$ cat config.mk
export PLATFORM = sky130hd
export DESIGN_NAME = bp_update_sched
export DESIGN_NICKNAME = d
export VERILOG_FILES = /design/src/rtl/bp_update_sched.sv
export SDC_FILE = /design/constraint.sdc
export NUM_CORES = 1
export LEC_CHECK = 0
export CORE_MARGIN = 2
export CORE_UTILIZATION = 45
export DETAILED_ROUTE_END_ITERATION = 16
export GPL_TIMING_DRIVEN = 1
export HOLD_SLACK_MARGIN = 0.05
export PLACE_DENSITY = 0.68
export SYNTH_ARGS = -nofsm -noshare
export SYNTH_HDL_FRONTEND = slang
export SYNTH_SLANG_ARGS = --single-unit
$ cat constraint.sdc
create_clock -name CLK -period 6.25 [get_ports CLK]
set_input_delay 0.625 -clock CLK [delete_from_list [all_inputs] [get_ports CLK]]
set_output_delay 0.625 -clock CLK [all_outputs]
set_load 0.01 [all_outputs]
$ cat src/rtl/bp_update_sched.sv
// Branch-predictor table scheduler: mispredict flush/redirect, 4-deep training-write
// FIFO, single-port arbitration between fetch lookups and training writes, post-reset table clear.
module bp_update_sched #(
  parameter int N     = 8,
  parameter int DEPTH = 4
) (
  input  logic          CLK,
  input  logic          RST,
  input  logic          res_valid,
  input  logic [11:0]   res_pc,
  input  logic [11:0]   res_target,
  input  logic          res_taken,
  input  logic          res_pred_taken,
  input  logic [11:0]   res_pred_target,
  input  logic [1:0]    res_ctr,
  input  logic          lookup_req,
  output logic          lookup_gnt,
  output logic          flush,
  output logic [11:0]   redirect_pc,
  output logic          stall_req,
  output logic          init_busy,
  output logic          tbl_we,
  output logic [N-1:0]  tbl_idx,
  output logic [9-N:0]  tbl_tag,
  output logic [11:0]   tbl_target,
  output logic [1:0]    tbl_ctr,
  output logic          tbl_vld
);

  localparam int AW = $clog2(DEPTH);
  localparam int CW = $clog2(DEPTH + 1);
  localparam logic [CW-1:0] FULL_CNT  = CW'(DEPTH);
  localparam logic [CW-1:0] STALL_CNT = CW'(DEPTH - 1);

  typedef enum logic [0:0] {
    INIT = 1'b0,
    RUN  = 1'b1
  } state_t;

  typedef struct packed {
    logic [N-1:0] idx;
    logic [9-N:0] tag;
    logic [11:0]  target;
    logic [1:0]   ctr;
  } upd_t;

  // Saturating 2-bit counter training toward the resolved outcome.
  function automatic logic [1:0] ctr_train(input logic [1:0] ctr, input logic taken);
    logic [1:0] nxt;
    nxt = ctr;
    if (taken) begin
      if (ctr != 2'd3) nxt = ctr + 2'd1;
      else             nxt = ctr;
    end else begin
      if (ctr != 2'd0) nxt = ctr - 2'd1;
      else             nxt = ctr;
    end
    return nxt;
  endfunction

  state_t          state_r;
  logic [N-1:0]    init_idx_r;
  upd_t            fifo_mem_r [DEPTH];
  logic [AW-1:0]   wr_ptr_r;
  logic [AW-1:0]   rd_ptr_r;
  logic [CW-1:0]   count_r;
  logic [1:0]      age_r;

  logic            mis_s;
  logic [11:0]     redirect_s;
  logic            fifo_ne_s;
  logic            fifo_full_s;
  logic            push_s;
  logic            pop_s;
  upd_t            push_entry_s;
  upd_t            head_s;
  logic [CW-1:0]   count_next_s;
  logic [1:0]      age_next_s;

  assign head_s = fifo_mem_r[rd_ptr_r];

  // Mispredict detection, FIFO push/pop decision and next-count/age.
  always_comb begin
    mis_s       = res_valid & ((res_taken != res_pred_taken) |
                               (res_taken & (res_pred_target != res_target)));
    redirect_s  = res_taken ? res_target : (res_pc + 12'd4);
    fifo_ne_s   = (count_r != {CW{1'b0}});
    fifo_full_s = (count_r == FULL_CNT);

    push_entry_s.idx    = res_pc[N+1:2];
    push_entry_s.tag    = res_pc[11:N+2];
    push_entry_s.target = res_target;
    push_entry_s.ctr    = ctr_train(res_ctr, res_taken);

    // Full or aged-out head takes the port even against a pending lookup.
    if (state_r == RUN) begin
      push_s = res_valid;
      pop_s  = fifo_ne_s & (~lookup_req | fifo_full_s | (age_r == 2'd3));
    end else begin
      push_s = 1'b0;
      pop_s  = 1'b0;
    end

    case ({push_s, pop_s})
      2'b10:   count_next_s = count_r + CW'(1);
      2'b01:   count_next_s = count_r - CW'(1);
      default: count_next_s = count_r;
    endcase

    if (pop_s) begin
      age_next_s = 2'd0;
    end else if (fifo_ne_s & lookup_req & (age_r != 2'd3)) begin
      age_next_s = age_r + 2'd1;
    end else if (fifo_ne_s) begin
      age_next_s = age_r;
    end else begin
      age_next_s = 2'd0;
    end
  end

  // FIFO storage; pointers and count live in the control block below.
  always_ff @(posedge CLK) begin
    if (push_s) begin
      fifo_mem_r[wr_ptr_r] <= push_entry_s;
    end
  end

  // Control FSM with registered table-port, flush and status outputs.
  always_ff @(posedge CLK) begin
    if (RST) begin
      state_r     <= INIT;
      init_idx_r  <= {N{1'b0}};
      wr_ptr_r    <= {AW{1'b0}};
      rd_ptr_r    <= {AW{1'b0}};
      count_r     <= {CW{1'b0}};
      age_r       <= 2'd0;
      lookup_gnt  <= 1'b0;
      flush       <= 1'b0;
      redirect_pc <= 12'd0;
      stall_req   <= 1'b0;
      init_busy   <= 1'b0;
      tbl_we      <= 1'b0;
      tbl_idx     <= {N{1'b0}};
      tbl_tag     <= {(10-N){1'b0}};
      tbl_target  <= 12'd0;
      tbl_ctr     <= 2'b00;
      tbl_vld     <= 1'b0;
    end else begin
      case (state_r)
        INIT: begin
          lookup_gnt  <= 1'b0;
          flush       <= 1'b0;
          redirect_pc <= 12'd0;
          stall_req   <= 1'b0;
          init_busy   <= 1'b1;
          tbl_we      <= 1'b1;
          tbl_idx     <= init_idx_r;
          tbl_tag     <= {(10-N){1'b0}};
          tbl_target  <= 12'd0;
          tbl_ctr     <= 2'b01;
          tbl_vld     <= 1'b0;
          init_idx_r  <= init_idx_r + N'(1);
          if (init_idx_r == {N{1'b1}}) state_r <= RUN;
          else                         state_r <= INIT;
        end
        RUN: begin
          init_busy   <= 1'b0;
          flush       <= mis_s;
          redirect_pc <= mis_s ? redirect_s : 12'd0;
          if (pop_s) begin
            lookup_gnt <= 1'b0;
            tbl_we     <= 1'b1;
            tbl_vld    <= 1'b1;
            tbl_idx    <= head_s.idx;
            tbl_tag    <= head_s.tag;
            tbl_target <= head_s.target;
            tbl_ctr    <= head_s.ctr;
            rd_ptr_r   <= rd_ptr_r + AW'(1);
          end else begin
            lookup_gnt <= lookup_req;
            tbl_we     <= 1'b0;
            tbl_vld    <= 1'b0;
            tbl_idx    <= {N{1'b0}};
            tbl_tag    <= {(10-N){1'b0}};
            tbl_target <= 12'd0;
            tbl_ctr    <= 2'b00;
          end
          if (push_s) wr_ptr_r <= wr_ptr_r + AW'(1);
          count_r   <= count_next_s;
          age_r     <= age_next_s;
          stall_req <= (count_next_s >= STALL_CNT);
        end
        default: begin
          state_r <= INIT;
        end
      endcase
    end
  end

endmodule

==> qor.csv <==
stage,metric,value,unit
status,status,completed,
grt,grt_max_degree,25,
logic_synthesis,synth_cell_types,43,
worst_setup_path,path_max_fanout,23,
logic_synthesis,synth_top_flop_cell,edfxtp_1,
worst_setup_path,path_class,in -> reg,
drt,dr.pass1.iters,4,
clock_tree,clkSinkCount,158,
power_and_ir_drop,powerDensity,280,nW/um^2
worst_setup_path,critPathLaunchType,input pin,
logic_synthesis,avgSynthCellArea,15.8,sq um
power_and_ir_drop,power.leakage,2.60,nW
timing,finalHoldViolations,0,
finish,fin_util,58.1,%
finish,drive_gt1_share,16.1,%
drt,antenna_left,0,
worst_setup_path,cp-end-kind,register,
timing,fin_ws,3.67,ns
timing,totalNegativeSetupSlack,0,ns
finish,area_growth,25.7,%
timing,worst_slew_pin_slew,1.14,ns
floorplan,dieWidth,121,microns
logic_synthesis,synthArstFlopShare,0,%
timing,max_freq,387,MHz
clock_tree,cts_buffers,17,
clock_tree,cts_buffer_depth,2,
finish,n_antenna_cell,0,
drt,wl_per_cell,17.8,microns
drt,vias,3476,
clock_tree,clk_pin_slew_worst_paths,0.06,ns
place,dp.cells,640,
floorplan,start_util,46.2,%
floorplan,rows,42,
finish,layout_common_cells,"edfxtp_1 (96), clkdlybuf4s50_1 (85), dfxtp_1 (62)",
place,io_buffers,85,
clock_tree,post_cts_resized,0,
floorplan,ioPinCount,86,
logic_synthesis,synthCells,388,
clock_tree,holdBufCountCts,0,
place,place.gp.congestion,0.793,
finish,instances_no_fill,672,
timing,fin_skew,0.0112,ns
logic_synthesis,netlist_area,6120,sq um
logic_synthesis,synth_fp_nets,441,
grt,grt_first_pass_wirelength,19400,microns
place,dp_slack,3.20,ns
logic_synthesis,ys_warn_count,0,
min_path,hold_path_class,reg -> reg,
power_and_ir_drop,ir_worst_vdd,0.183,mV
clock_tree,clockRootBuffer,clkbuf_16,
drt,via_per_inst,5.17,
floorplan,die_h,121,microns
timing,finalSetupViolCount,0,
timing,slew_violations,0,
grt,grtUsageTotal,18.0,%
drt,drc,0,
logic_synthesis,synth-edff-count,96,
grt,first_global_vias,3596,
worst_setup_path,crit_arrival,2.94,ns
grt,grt-ovfl-total,0,
clock_tree,clock_latency,0.43,ns
clock_tree,cts_setup_buffers,0,
timing,period_share,41.3,%
drt,first_iter_violations,213,
place,dp_hpwl,7820,microns
clock_tree,cts_tree,done,
logic_synthesis,synth-seq-cells,158,
floorplan,fp.coreArea,13200,sq um
job,cap_violations,0,
timing,slew_headroom,23.3,%
timing,whs,0.486,ns
logic_synthesis,ys_seq_area_share,67.3,%
worst_setup_path,crit_required,6.61,ns
timing,rsz0062_at_grt,no,
finish,final_common_cell,edfxtp_1,
timing,min_period,2.58,ns
finish,nets,536,
clock_tree,cts_max_level,4,
drt,wl,12000,microns
floorplan,die-area,14600,sq um
grt,antenna_found_initial,0,
-- layout make-up --
type,instances,area (sq um)
Inverter,9,33.8
Sequential cell,158,4120
Tap cell,176,220
Multi-Input combinational cell,205,1870
Clock buffer,19,433
Timing Repair Buffer,92,903
Clock inverter,13,116
Fill cell,1069,5550
-- registers in the layout, summed over array words and instances (netlist names), named ones only --
register,count
init_busy,1
tbl_idx,8
tbl_ctr,2
tbl_vld,1
flush,1
fifo_mem_r,96
lookup_gnt,1
rd_ptr_r,2
redirect_pc,12
wr_ptr_r,2
init_idx_r,8
age_r,2
stall_req,1
count_r,3
tbl_we,1
tbl_tag,2
tbl_target,12
state_r,1
-- worst max-delay path, stage by stage --
cell and delay, ns:
clkdlybuf4s50_1 0.83, nand2b_1 0.36, nor2_1 0.61, buf_4 0.34, a22o_1 0.16
-- layer usage --
metal | share of wire [%] | up-vias | global-route usage [%]
met3 | 7.1 | 16 | 6.84
met2 | 47 | 91 | 27.6
met4 | 1.4 | 0 | 6.10
li1 | - | 1635 | -
met5 | 0 | - | 0
met1 | 45 | 1734 | 23.5
-- logic make-up (layout without fill, tap and decap cells) --
group	after synthesis	after routing	share of synthesized area, %
AO/OA/AOI/OAI	35	35	4.88
XOR/XNOR	32	32	4.58
adder cells (fa/ha/maj)	9	9	1.96
buffers and inverters	25	133	2.17
flip-flops	158	158	67.3
multiplexers	30	30	9.81
AND/OR/NAND/NOR	99	99	9.26
-- path summary, 6_finish.rpt --
path             from          to  slack (ns)  cells after the start
max               RST  tbl_idx[6]        3.67                      5
min          age_r[0]    age_r[0]        0.49                      2
max reg2reg  age_r[0]  count_r[2]        3.82                     10
min reg2reg  age_r[0]    age_r[0]        0.49                      2
-- synth_stat cells, types with 3 or more instances --
| cell type | instances | area share (%) |
|---|---|---|
| dfxtp_1 | 62 | 20 |
| o21ai_0 | 4 | 0.33 |
| buf_1 | 3 | 0.18 |
| a22o_1 | 7 | 1.0 |
| nand3_1 | 10 | 0.82 |
| ha_1 | 8 | 1.6 |
| a21oi_1 | 12 | 0.98 |
| nand2b_1 | 3 | 0.31 |
| and2_1 | 15 | 1.5 |
| xnor2_1 | 24 | 3.4 |
| inv_1 | 9 | 0.55 |
| edfxtp_1 | 96 | 47 |
| buf_2 | 6 | 0.49 |
| xor2_1 | 8 | 1.1 |
| mux4_2 | 24 | 8.8 |
| buf_6 | 4 | 0.74 |
| nand4_1 | 3 | 0.31 |
| and3_1 | 7 | 0.72 |
| nor3_2 | 9 | 1.5 |
| nor2_1 | 30 | 1.8 |
| a2111oi_2 | 3 | 0.74 |
| mux2i_1 | 6 | 0.98 |
| nand2_1 | 12 | 0.74 |
-- stage by stage --
stage	instance area (sq um)	total power, W
after floorplan	6120	0.00117
after global placement	7150	0.00122
after detailed placement	7150	0.00122
after CTS	7700	0.00217
after global routing	7700	0.00223
final	7700	0.00215
-- power breakdown --
group / total [W] / switching, W / internal, W
registers: 0.00111 / 0.00000244 / 0.00111
clock network: 0.000957 / 0.000408 / 0.000549
logic: 0.0000868 / 0.0000437 / 0.0000431
(Power assumes the default switching activity.)
